<file path="config.mk">
export PLATFORM = sky130hd
export DESIGN_NAME = uart_tx_arbiter
export DESIGN_NICKNAME = d
export VERILOG_FILES = /design/src/rtl/uart_tx_arbiter.sv
export SDC_FILE = /design/constraint.sdc
export NUM_CORES = 1
export LEC_CHECK = 0
export CAP_MARGIN = 20
export CORE_MARGIN = 3
export CORE_UTILIZATION = 44
export CTS_BUF_LIST = sky130_fd_sc_hd__clkbuf_2 sky130_fd_sc_hd__clkbuf_4 sky130_fd_sc_hd__clkbuf_8
export CTS_CLUSTER_DIAMETER = 30
export DETAILED_ROUTE_END_ITERATION = 8
export GPL_ROUTABILITY_DRIVEN = 1
export PLACE_DENSITY = 0.81
export RECOVER_POWER = 25
export SLEW_MARGIN = 30
export SYNTH_ARGS = -nofsm -noshare
export SYNTH_HDL_FRONTEND = slang
export SYNTH_SLANG_ARGS = --single-unit
</file>
<file path="constraint.sdc">
create_clock -name clk -period 2.5 [get_ports clk]
set_clock_uncertainty 0.1 [all_clocks]
set_input_delay 0.75 -clock clk [delete_from_list [all_inputs] [get_ports clk]]
set_output_delay 0.75 -clock clk [all_outputs]
set_load 0.1 [all_outputs]
</file>
<file path="src/rtl/uart_tx_arbiter.sv">
// Round-robin arbiter sharing one uart_tx byte transmitter among NREQ message sources.
// Optional: define UART_ARB_CRLF_EN to append CR LF (0x0D 0x0A) after every message.
module uart_tx_arbiter #(
  parameter int NREQ = 3,
  parameter int MAXB = 4,
  parameter int LENW = 3
) (
  input  logic                   clk,
  input  logic                   rst,
  input  logic [NREQ-1:0]        req,
  input  logic [NREQ*8*MAXB-1:0] req_data,
  input  logic [NREQ*LENW-1:0]   req_len,
  output logic [NREQ-1:0]        ack,
  output logic [NREQ-1:0]        done,
  output logic                   busy,
  output logic                   tstart,
  output logic [7:0]             tbus,
  input  logic                   tready
);

  localparam int PTRW = (NREQ > 1) ? $clog2(NREQ) : 1;
  localparam int DW   = 8 * MAXB;

`ifdef UART_ARB_CRLF_EN
  typedef enum logic [2:0] {
    S_IDLE = 3'd0, S_LOAD = 3'd1, S_SEND = 3'd2, S_WAIT_LO = 3'd3,
    S_WAIT_HI = 3'd4, S_FIN = 3'd5, S_CR = 3'd6
  } state_t;
`else
  typedef enum logic [2:0] {
    S_IDLE = 3'd0, S_LOAD = 3'd1, S_SEND = 3'd2, S_WAIT_LO = 3'd3,
    S_WAIT_HI = 3'd4, S_FIN = 3'd5
  } state_t;
`endif

  state_t            r_state;
  logic [PTRW-1:0]   r_ptr;
  logic [PTRW-1:0]   r_owner;
  logic [DW-1:0]     r_data;
  logic [LENW-1:0]   r_len;
  logic [LENW-1:0]   r_count;
  logic [LENW-1:0]   r_idx;
  logic [NREQ-1:0]   r_ack;
  logic [NREQ-1:0]   r_done;
  logic              r_busy;
  logic              r_tstart;
  logic [7:0]        r_tbus;
`ifdef UART_ARB_CRLF_EN
  logic [1:0]        r_tail;
`endif

  logic [PTRW-1:0]   w_win;
  logic              w_any;
  logic [DW-1:0]     w_sel_data;
  logic [LENW-1:0]   w_sel_len;
  logic [LENW-1:0]   w_clamp;
  logic [7:0]        w_byte;
  logic [7:0]        w_tx_byte;

  function automatic logic [PTRW-1:0] wrap_add(input logic [PTRW-1:0] a, input int b);
    int s;
    s = int'(a) + b;
    s = (s >= NREQ) ? s - NREQ : s;
    return PTRW'(s);
  endfunction

  function automatic logic [NREQ-1:0] onehot(input logic [PTRW-1:0] i);
    return {{(NREQ-1){1'b0}}, 1'b1} << i;
  endfunction

  // Winner search: walk offsets from far to near so the request closest to r_ptr wins.
  always_comb begin
    w_win = r_ptr;
    for (int k = NREQ - 1; k >= 0; k--) begin
      w_win = req[wrap_add(r_ptr, k)] ? wrap_add(r_ptr, k) : w_win;
    end
    w_any = |req;
  end

  // Mux the winning requester's string and length.
  always_comb begin
    w_sel_data = '0;
    w_sel_len  = '0;
    for (int k = 0; k < NREQ; k++) begin
      w_sel_data = (w_win == PTRW'(k)) ? req_data[k*DW +: DW] : w_sel_data;
      w_sel_len  = (w_win == PTRW'(k)) ? req_len[k*LENW +: LENW] : w_sel_len;
    end
  end

  // Byte select, most significant byte first, plus length clamp.
  always_comb begin
    w_byte = 8'h00;
    for (int k = 0; k < MAXB; k++) begin
      w_byte = (r_idx == LENW'(k)) ? r_data[DW-1-8*k -: 8] : w_byte;
    end
    w_clamp = (r_len > LENW'(MAXB)) ? LENW'(MAXB) : r_len;
`ifdef UART_ARB_CRLF_EN
    w_tx_byte = (r_tail == 2'd1) ? 8'h0D : ((r_tail == 2'd2) ? 8'h0A : w_byte);
`else
    w_tx_byte = w_byte;
`endif
  end

  // Main sequencer; every output is a register.
  always_ff @(posedge clk or posedge rst) begin
    if (rst) begin
      r_state  <= S_IDLE;
      r_ptr    <= '0;
      r_owner  <= '0;
      r_data   <= '0;
      r_len    <= '0;
      r_count  <= '0;
      r_idx    <= '0;
      r_ack    <= '0;
      r_done   <= '0;
      r_busy   <= 1'b0;
      r_tstart <= 1'b0;
      r_tbus   <= 8'h00;
`ifdef UART_ARB_CRLF_EN
      r_tail   <= 2'd0;
`endif
    end else begin
      r_ack    <= '0;
      r_done   <= '0;
      r_tstart <= 1'b0;
      case (r_state)
        S_IDLE: begin
          if (w_any) begin
            r_data  <= w_sel_data;
            r_len   <= w_sel_len;
            r_owner <= w_win;
            r_ack   <= onehot(w_win);
            r_ptr   <= wrap_add(w_win, 1);
            r_busy  <= 1'b1;
`ifdef UART_ARB_CRLF_EN
            r_tail  <= 2'd0;
`endif
            r_state <= S_LOAD;
          end else begin
            r_busy  <= 1'b0;
          end
        end
        S_LOAD: begin
          r_idx <= '0;
          if (w_clamp == LENW'(0)) begin
`ifdef UART_ARB_CRLF_EN
            r_state <= S_CR;
`else
            r_state <= S_FIN;
`endif
          end else begin
            r_count <= w_clamp;
            r_state <= S_SEND;
          end
        end
        S_SEND: begin
          if (tready) begin
            r_tbus   <= w_tx_byte;
            r_tstart <= 1'b1;
            r_state  <= S_WAIT_LO;
          end
        end
        // uart_tx drops ready one cycle after start; wait for that before looking for idle.
        S_WAIT_LO: begin
          if (!tready) begin
            r_state <= S_WAIT_HI;
          end
        end
        S_WAIT_HI: begin
          if (tready) begin
`ifdef UART_ARB_CRLF_EN
            if (r_tail == 2'd0) begin
              r_count <= r_count - LENW'(1);
              r_idx   <= r_idx + LENW'(1);
              r_state <= (r_count == LENW'(1)) ? S_CR : S_SEND;
            end else if (r_tail == 2'd1) begin
              r_tail  <= 2'd2;
              r_state <= S_SEND;
            end else begin
              r_state <= S_FIN;
            end
`else
            r_count <= r_count - LENW'(1);
            r_idx   <= r_idx + LENW'(1);
            r_state <= (r_count == LENW'(1)) ? S_FIN : S_SEND;
`endif
          end
        end
`ifdef UART_ARB_CRLF_EN
        S_CR: begin
          r_tail  <= 2'd1;
          r_state <= S_SEND;
        end
`endif
        S_FIN: begin
          r_done  <= onehot(r_owner);
          r_busy  <= 1'b0;
          r_state <= S_IDLE;
        end
        default: begin
          r_busy  <= 1'b0;
          r_state <= S_IDLE;
        end
      endcase
    end
  end

  assign ack    = r_ack;
  assign done   = r_done;
  assign busy   = r_busy;
  assign tstart = r_tstart;
  assign tbus   = r_tbus;

endmodule

</file>
==> impl_metrics.csv <==
group,metric,value,unit
clock_network,clock-sinks,64,
logic_synthesis,synthFlopType,"dfrtp_1",
placed_design,io_buffers,126,
logic_synthesis,syn_nets,599,
timing,period_needed,2.56,ns
timing,hold_viol,0,
logic_synthesis,syn-instance-count,475,
pwr,ir_worst_vdd,0.719,mV
critical_path,cp.required,2.62,ns
logic_synthesis,yosysUniqueCellTypes,48,
clock_network,cts_max_path_buffers,2,
detailed_routing,drtPass1Iterations,5,
timing,fmax,390,MHz
clock_network,clock_latency,0.35,ns
min_path,hp-class,"flip-flop to flip-flop",
logic_synthesis,synth.most_common_cell,"a21oi_1",
logic_synthesis,synth.area.top_cells,"dfrtp_1 (40%), a21oi_1 (11%), nand2_1 (7.1%)",
die,rows,33,
timing,worst_pin_slew,1.41,ns
timing,fin_crit_sh,103,%
timing,tns,-0.658,ns
logic_synthesis,synth_seq_cells,64,
critical_path,cp_slowest_cell,"dfrtp_1",
critical_path,reg2reg_from,"r_ptr[1]",
logic_synthesis,synth_top_area_cell,"dfrtp_1",
placed_design,placed_area,5540,um2
detailed_routing,drtIter0Drc,237,
clock_network,cts_buffers,9,
finish,antennaDiodeCount,0,
critical_path,r2r-end,"r_data[26]",
detailed_routing,wl,12.3,mm
outcome,violations,"setup timing",
logic_synthesis,netlist_area,3960,um2
pwr,powerDensity,1430,nW/um2
detailed_routing,routedWlPerCell,16.9,um
detailed_routing,antenna_left,0,
placed_design,gp_congestion,0.888,
critical_path,max_stage_delay,0.43,ns
critical_path,r2r_cells,12,
finish,fillers,637,
timing,finalSetupViolCount,23,
global_route,grt_use_total,24.3,%
clock_network,cts_hold_buf,0,
global_route,grt_max_degree,65,
logic_synthesis,synth-async-reset-ratio,100,%
timing,timing.final.ws_setup,-0.0635,ns
logic_synthesis,synth_edf_count,0,
finish,final_area,6020,um2
die,initial_utilization,46.8,%
logic_synthesis,yosysSeqAreaShare,40.4,%
clock_network,tritoncts,"built",
logic_synthesis,netlist_top_cells_count,"a21oi_1 (85), nand2_1 (75), dfrtp_1 (64), nand3b_1 (34), o21ai_1 (34)",
critical_path,crit_family,"compound AO/OA/AOI/OAI gates",
timing,grt_setup_unrepaired,"true",
finish,drive_gt1_share,19.1,%
critical_path,crit_path_end_kind,"flip-flop",
global_route,gr-total-overflow,0,
min_path,hold_path_depth,2,
critical_path,crit_chain,"ha_4, buf_6, buf_4, a221oi_4, a21oi_4, ha_4, buf_6, buf_16, nand2_1, a21oi_1, a21oi_1, o21ai_1",
detailed_routing,via_per_inst,5.62,
critical_path,r2r_slack,-0.06,ns
timing,slew_viol_final,0,
global_route,grt_antenna_before_repair,0,
global_route,grt_pass1_vias,4033,
outcome,status,"complete, but fails checks",
logic_synthesis,synth_top_area_share,40.4,%
pwr,p_leak,2.49,nW
min_path,hold_path_end,"r_data[14]",
critical_path,worstSetupPathType,"flip-flop to flip-flop",
detailed_routing,vias,4096,
die,core,8460,um2
die,die_w,101,um
placed_design,dp_hpwl,8.67,mm
detailed_routing,drc,0,
logic_synthesis,syn_area_per_cell,8.34,um2
finish,finalNetCount,743,
die,dieArea,10200,um2
min_path,hold_start,"r_data[14]",
critical_path,worst_ep_arrival_time,2.68,ns
die,io_pins,127,
logic_synthesis,ys_warn_count,0,
critical_path,path_max_fanout,8,
clock_network,htree_levels,3,
flow_run,maxCapViolations,0,
timing,slew_headroom,6.18,%
clock_network,clk_pin_slew,0.08,ns
critical_path,path_buf_inv,4,
die,die_h,101,um
placed_design,dp_cells,701,
timing,hold_slack,0.386,ns
clock_network,cts_root_buffer,"clkbuf_8",
finish,syn_to_final_growth,51.9,%
critical_path,worst_setup_path_start_kind,"flip-flop",
global_route,grt_pass1_wl,19.5,mm
finish,fin_cells,729,
-- repair_timing --
item | 4_1_cts | 5_1_grt
pin swaps | 6 | 9
setup endpoints to repair | 40 | 35
hold endpoints to repair | 0 | 0
gates resized for setup | 31 | 18
cloned | 1 | 1
buffers inserted | 7 | 4
-- power by group --
| part | internal [W] | total (W) | leakage [nW] | switching, W |
|---|---|---|---|---|
| clock network | 0.000493 | 0.000922 | 0.107 | 0.000429 |
| logic | 0.00255 | 0.00595 | 1.57 | 0.00340 |
| registers | 0.00147 | 0.00174 | 0.814 | 0.000271 |
-- per-stage QoR --
step	util [%]	setup WS, ns	total power, W
floorplan	-	-0.0221	0.00567
global placement	65.5	-0.569	0.00685
detailed placement	65.5	-0.681	0.00702
CTS	69.9	-0.0228	0.00831
global route	71.1	-0.177	0.00924
finish	71.1	-0.0635	0.00861
-- worst max path at each step --
| stage | from | end | slack, ns | depth (start not counted) |
|---|---|---|---|---|
| 2_1_floorplan | r_ptr[1] | r_len[2] | -0.02 | 12 |
| 3_3_place_gp | req[2] | r_data[9] | -0.57 | 11 |
| 3_5_place_dp | req[1] | r_data[18] | -0.68 | 12 |
| 4_1_cts | r_ptr[0] | r_data[18] | -0.02 | 13 |
| 5_1_grt | r_ptr[1] | r_data[13] | -0.18 | 10 |
| 6_report | r_ptr[1] | r_data[26] | -0.06 | 12 |
-- registers in the layout, indices dropped and copies added (netlist names), 3 cells and up --
register,count
r_len,3
r_idx,3
r_count,3
done,3
ack,3
r_state,3
r_data,32
tbus,8
-- layout make-up --
type / instances / area (um2) / share of cell area, %
clock inverter: 6 / 66.3 / 1.10
inverter: 15 / 56.3 / 0.936
timing repair buffer: 173 / 1710 / 28.5
sequential: 64 / 1600 / 26.6
clock buffer: 10 / 138 / 2.29
multi-input combinational: 356 / 2310 / 38.4
tap: 105 / 131 / 2.18
-- worst reg2reg max path: stages (launching register included) --
cell,delay [ns]
dfrtp_1,0.43
ha_4,0.29
buf_6,0.14
buf_4,0.14
a221oi_4,0.38
a21oi_4,0.09
ha_4,0.22
buf_6,0.14
buf_16,0.13
nand2_1,0.05
a21oi_1,0.05
a21oi_1,0.18
o21ai_1,0.09
-- cell families (layout without fill, tap and decap cells) --
| logic type | after synthesis | after routing | share of synthesized area, % |
|---|---|---|---|
| buffers and inverters | 55 | 204 | 6.57 |
| DFF | 64 | 64 | 40.4 |
| AOI/OAI and AO/OA | 171 | 171 | 25.4 |
| adders and majority gates | 13 | 13 | 4.11 |
| muxes | 3 | 3 | 0.821 |
| and+or+nand+nor | 169 | 169 | 22.6 |
-- metal layers --
layer / GRT usage, % / up-vias / wire [um] / share of wire [%]
met5: 0 / - / 0 / 0
met4: 8.70 / 0 / 330 / 2.7
met3: 4.22 / 34 / 737 / 6.0
met2: 41.2 / 152 / 6340 / 51
met1: 31.1 / 1935 / 4920 / 40
li1: - / 1975 / - / -
-- layout by cell type (no fill, tap or decap), types with 9 or more instances in the layout --
cell	synthesis	final
clkdlybuf4s50_1	0	106
a21oi_1	85	75
nand2_1	75	73
dfrtp_1	64	64
buf_4	2	47
o21ai_1	34	36
nand3b_1	34	34
nand2b_1	15	14
inv_1	15	13
nor2_1	11	11
clkbuf_8	0	10
a32oi_1	9	9
Note: power is estimated with default switching activity, not from simulation.
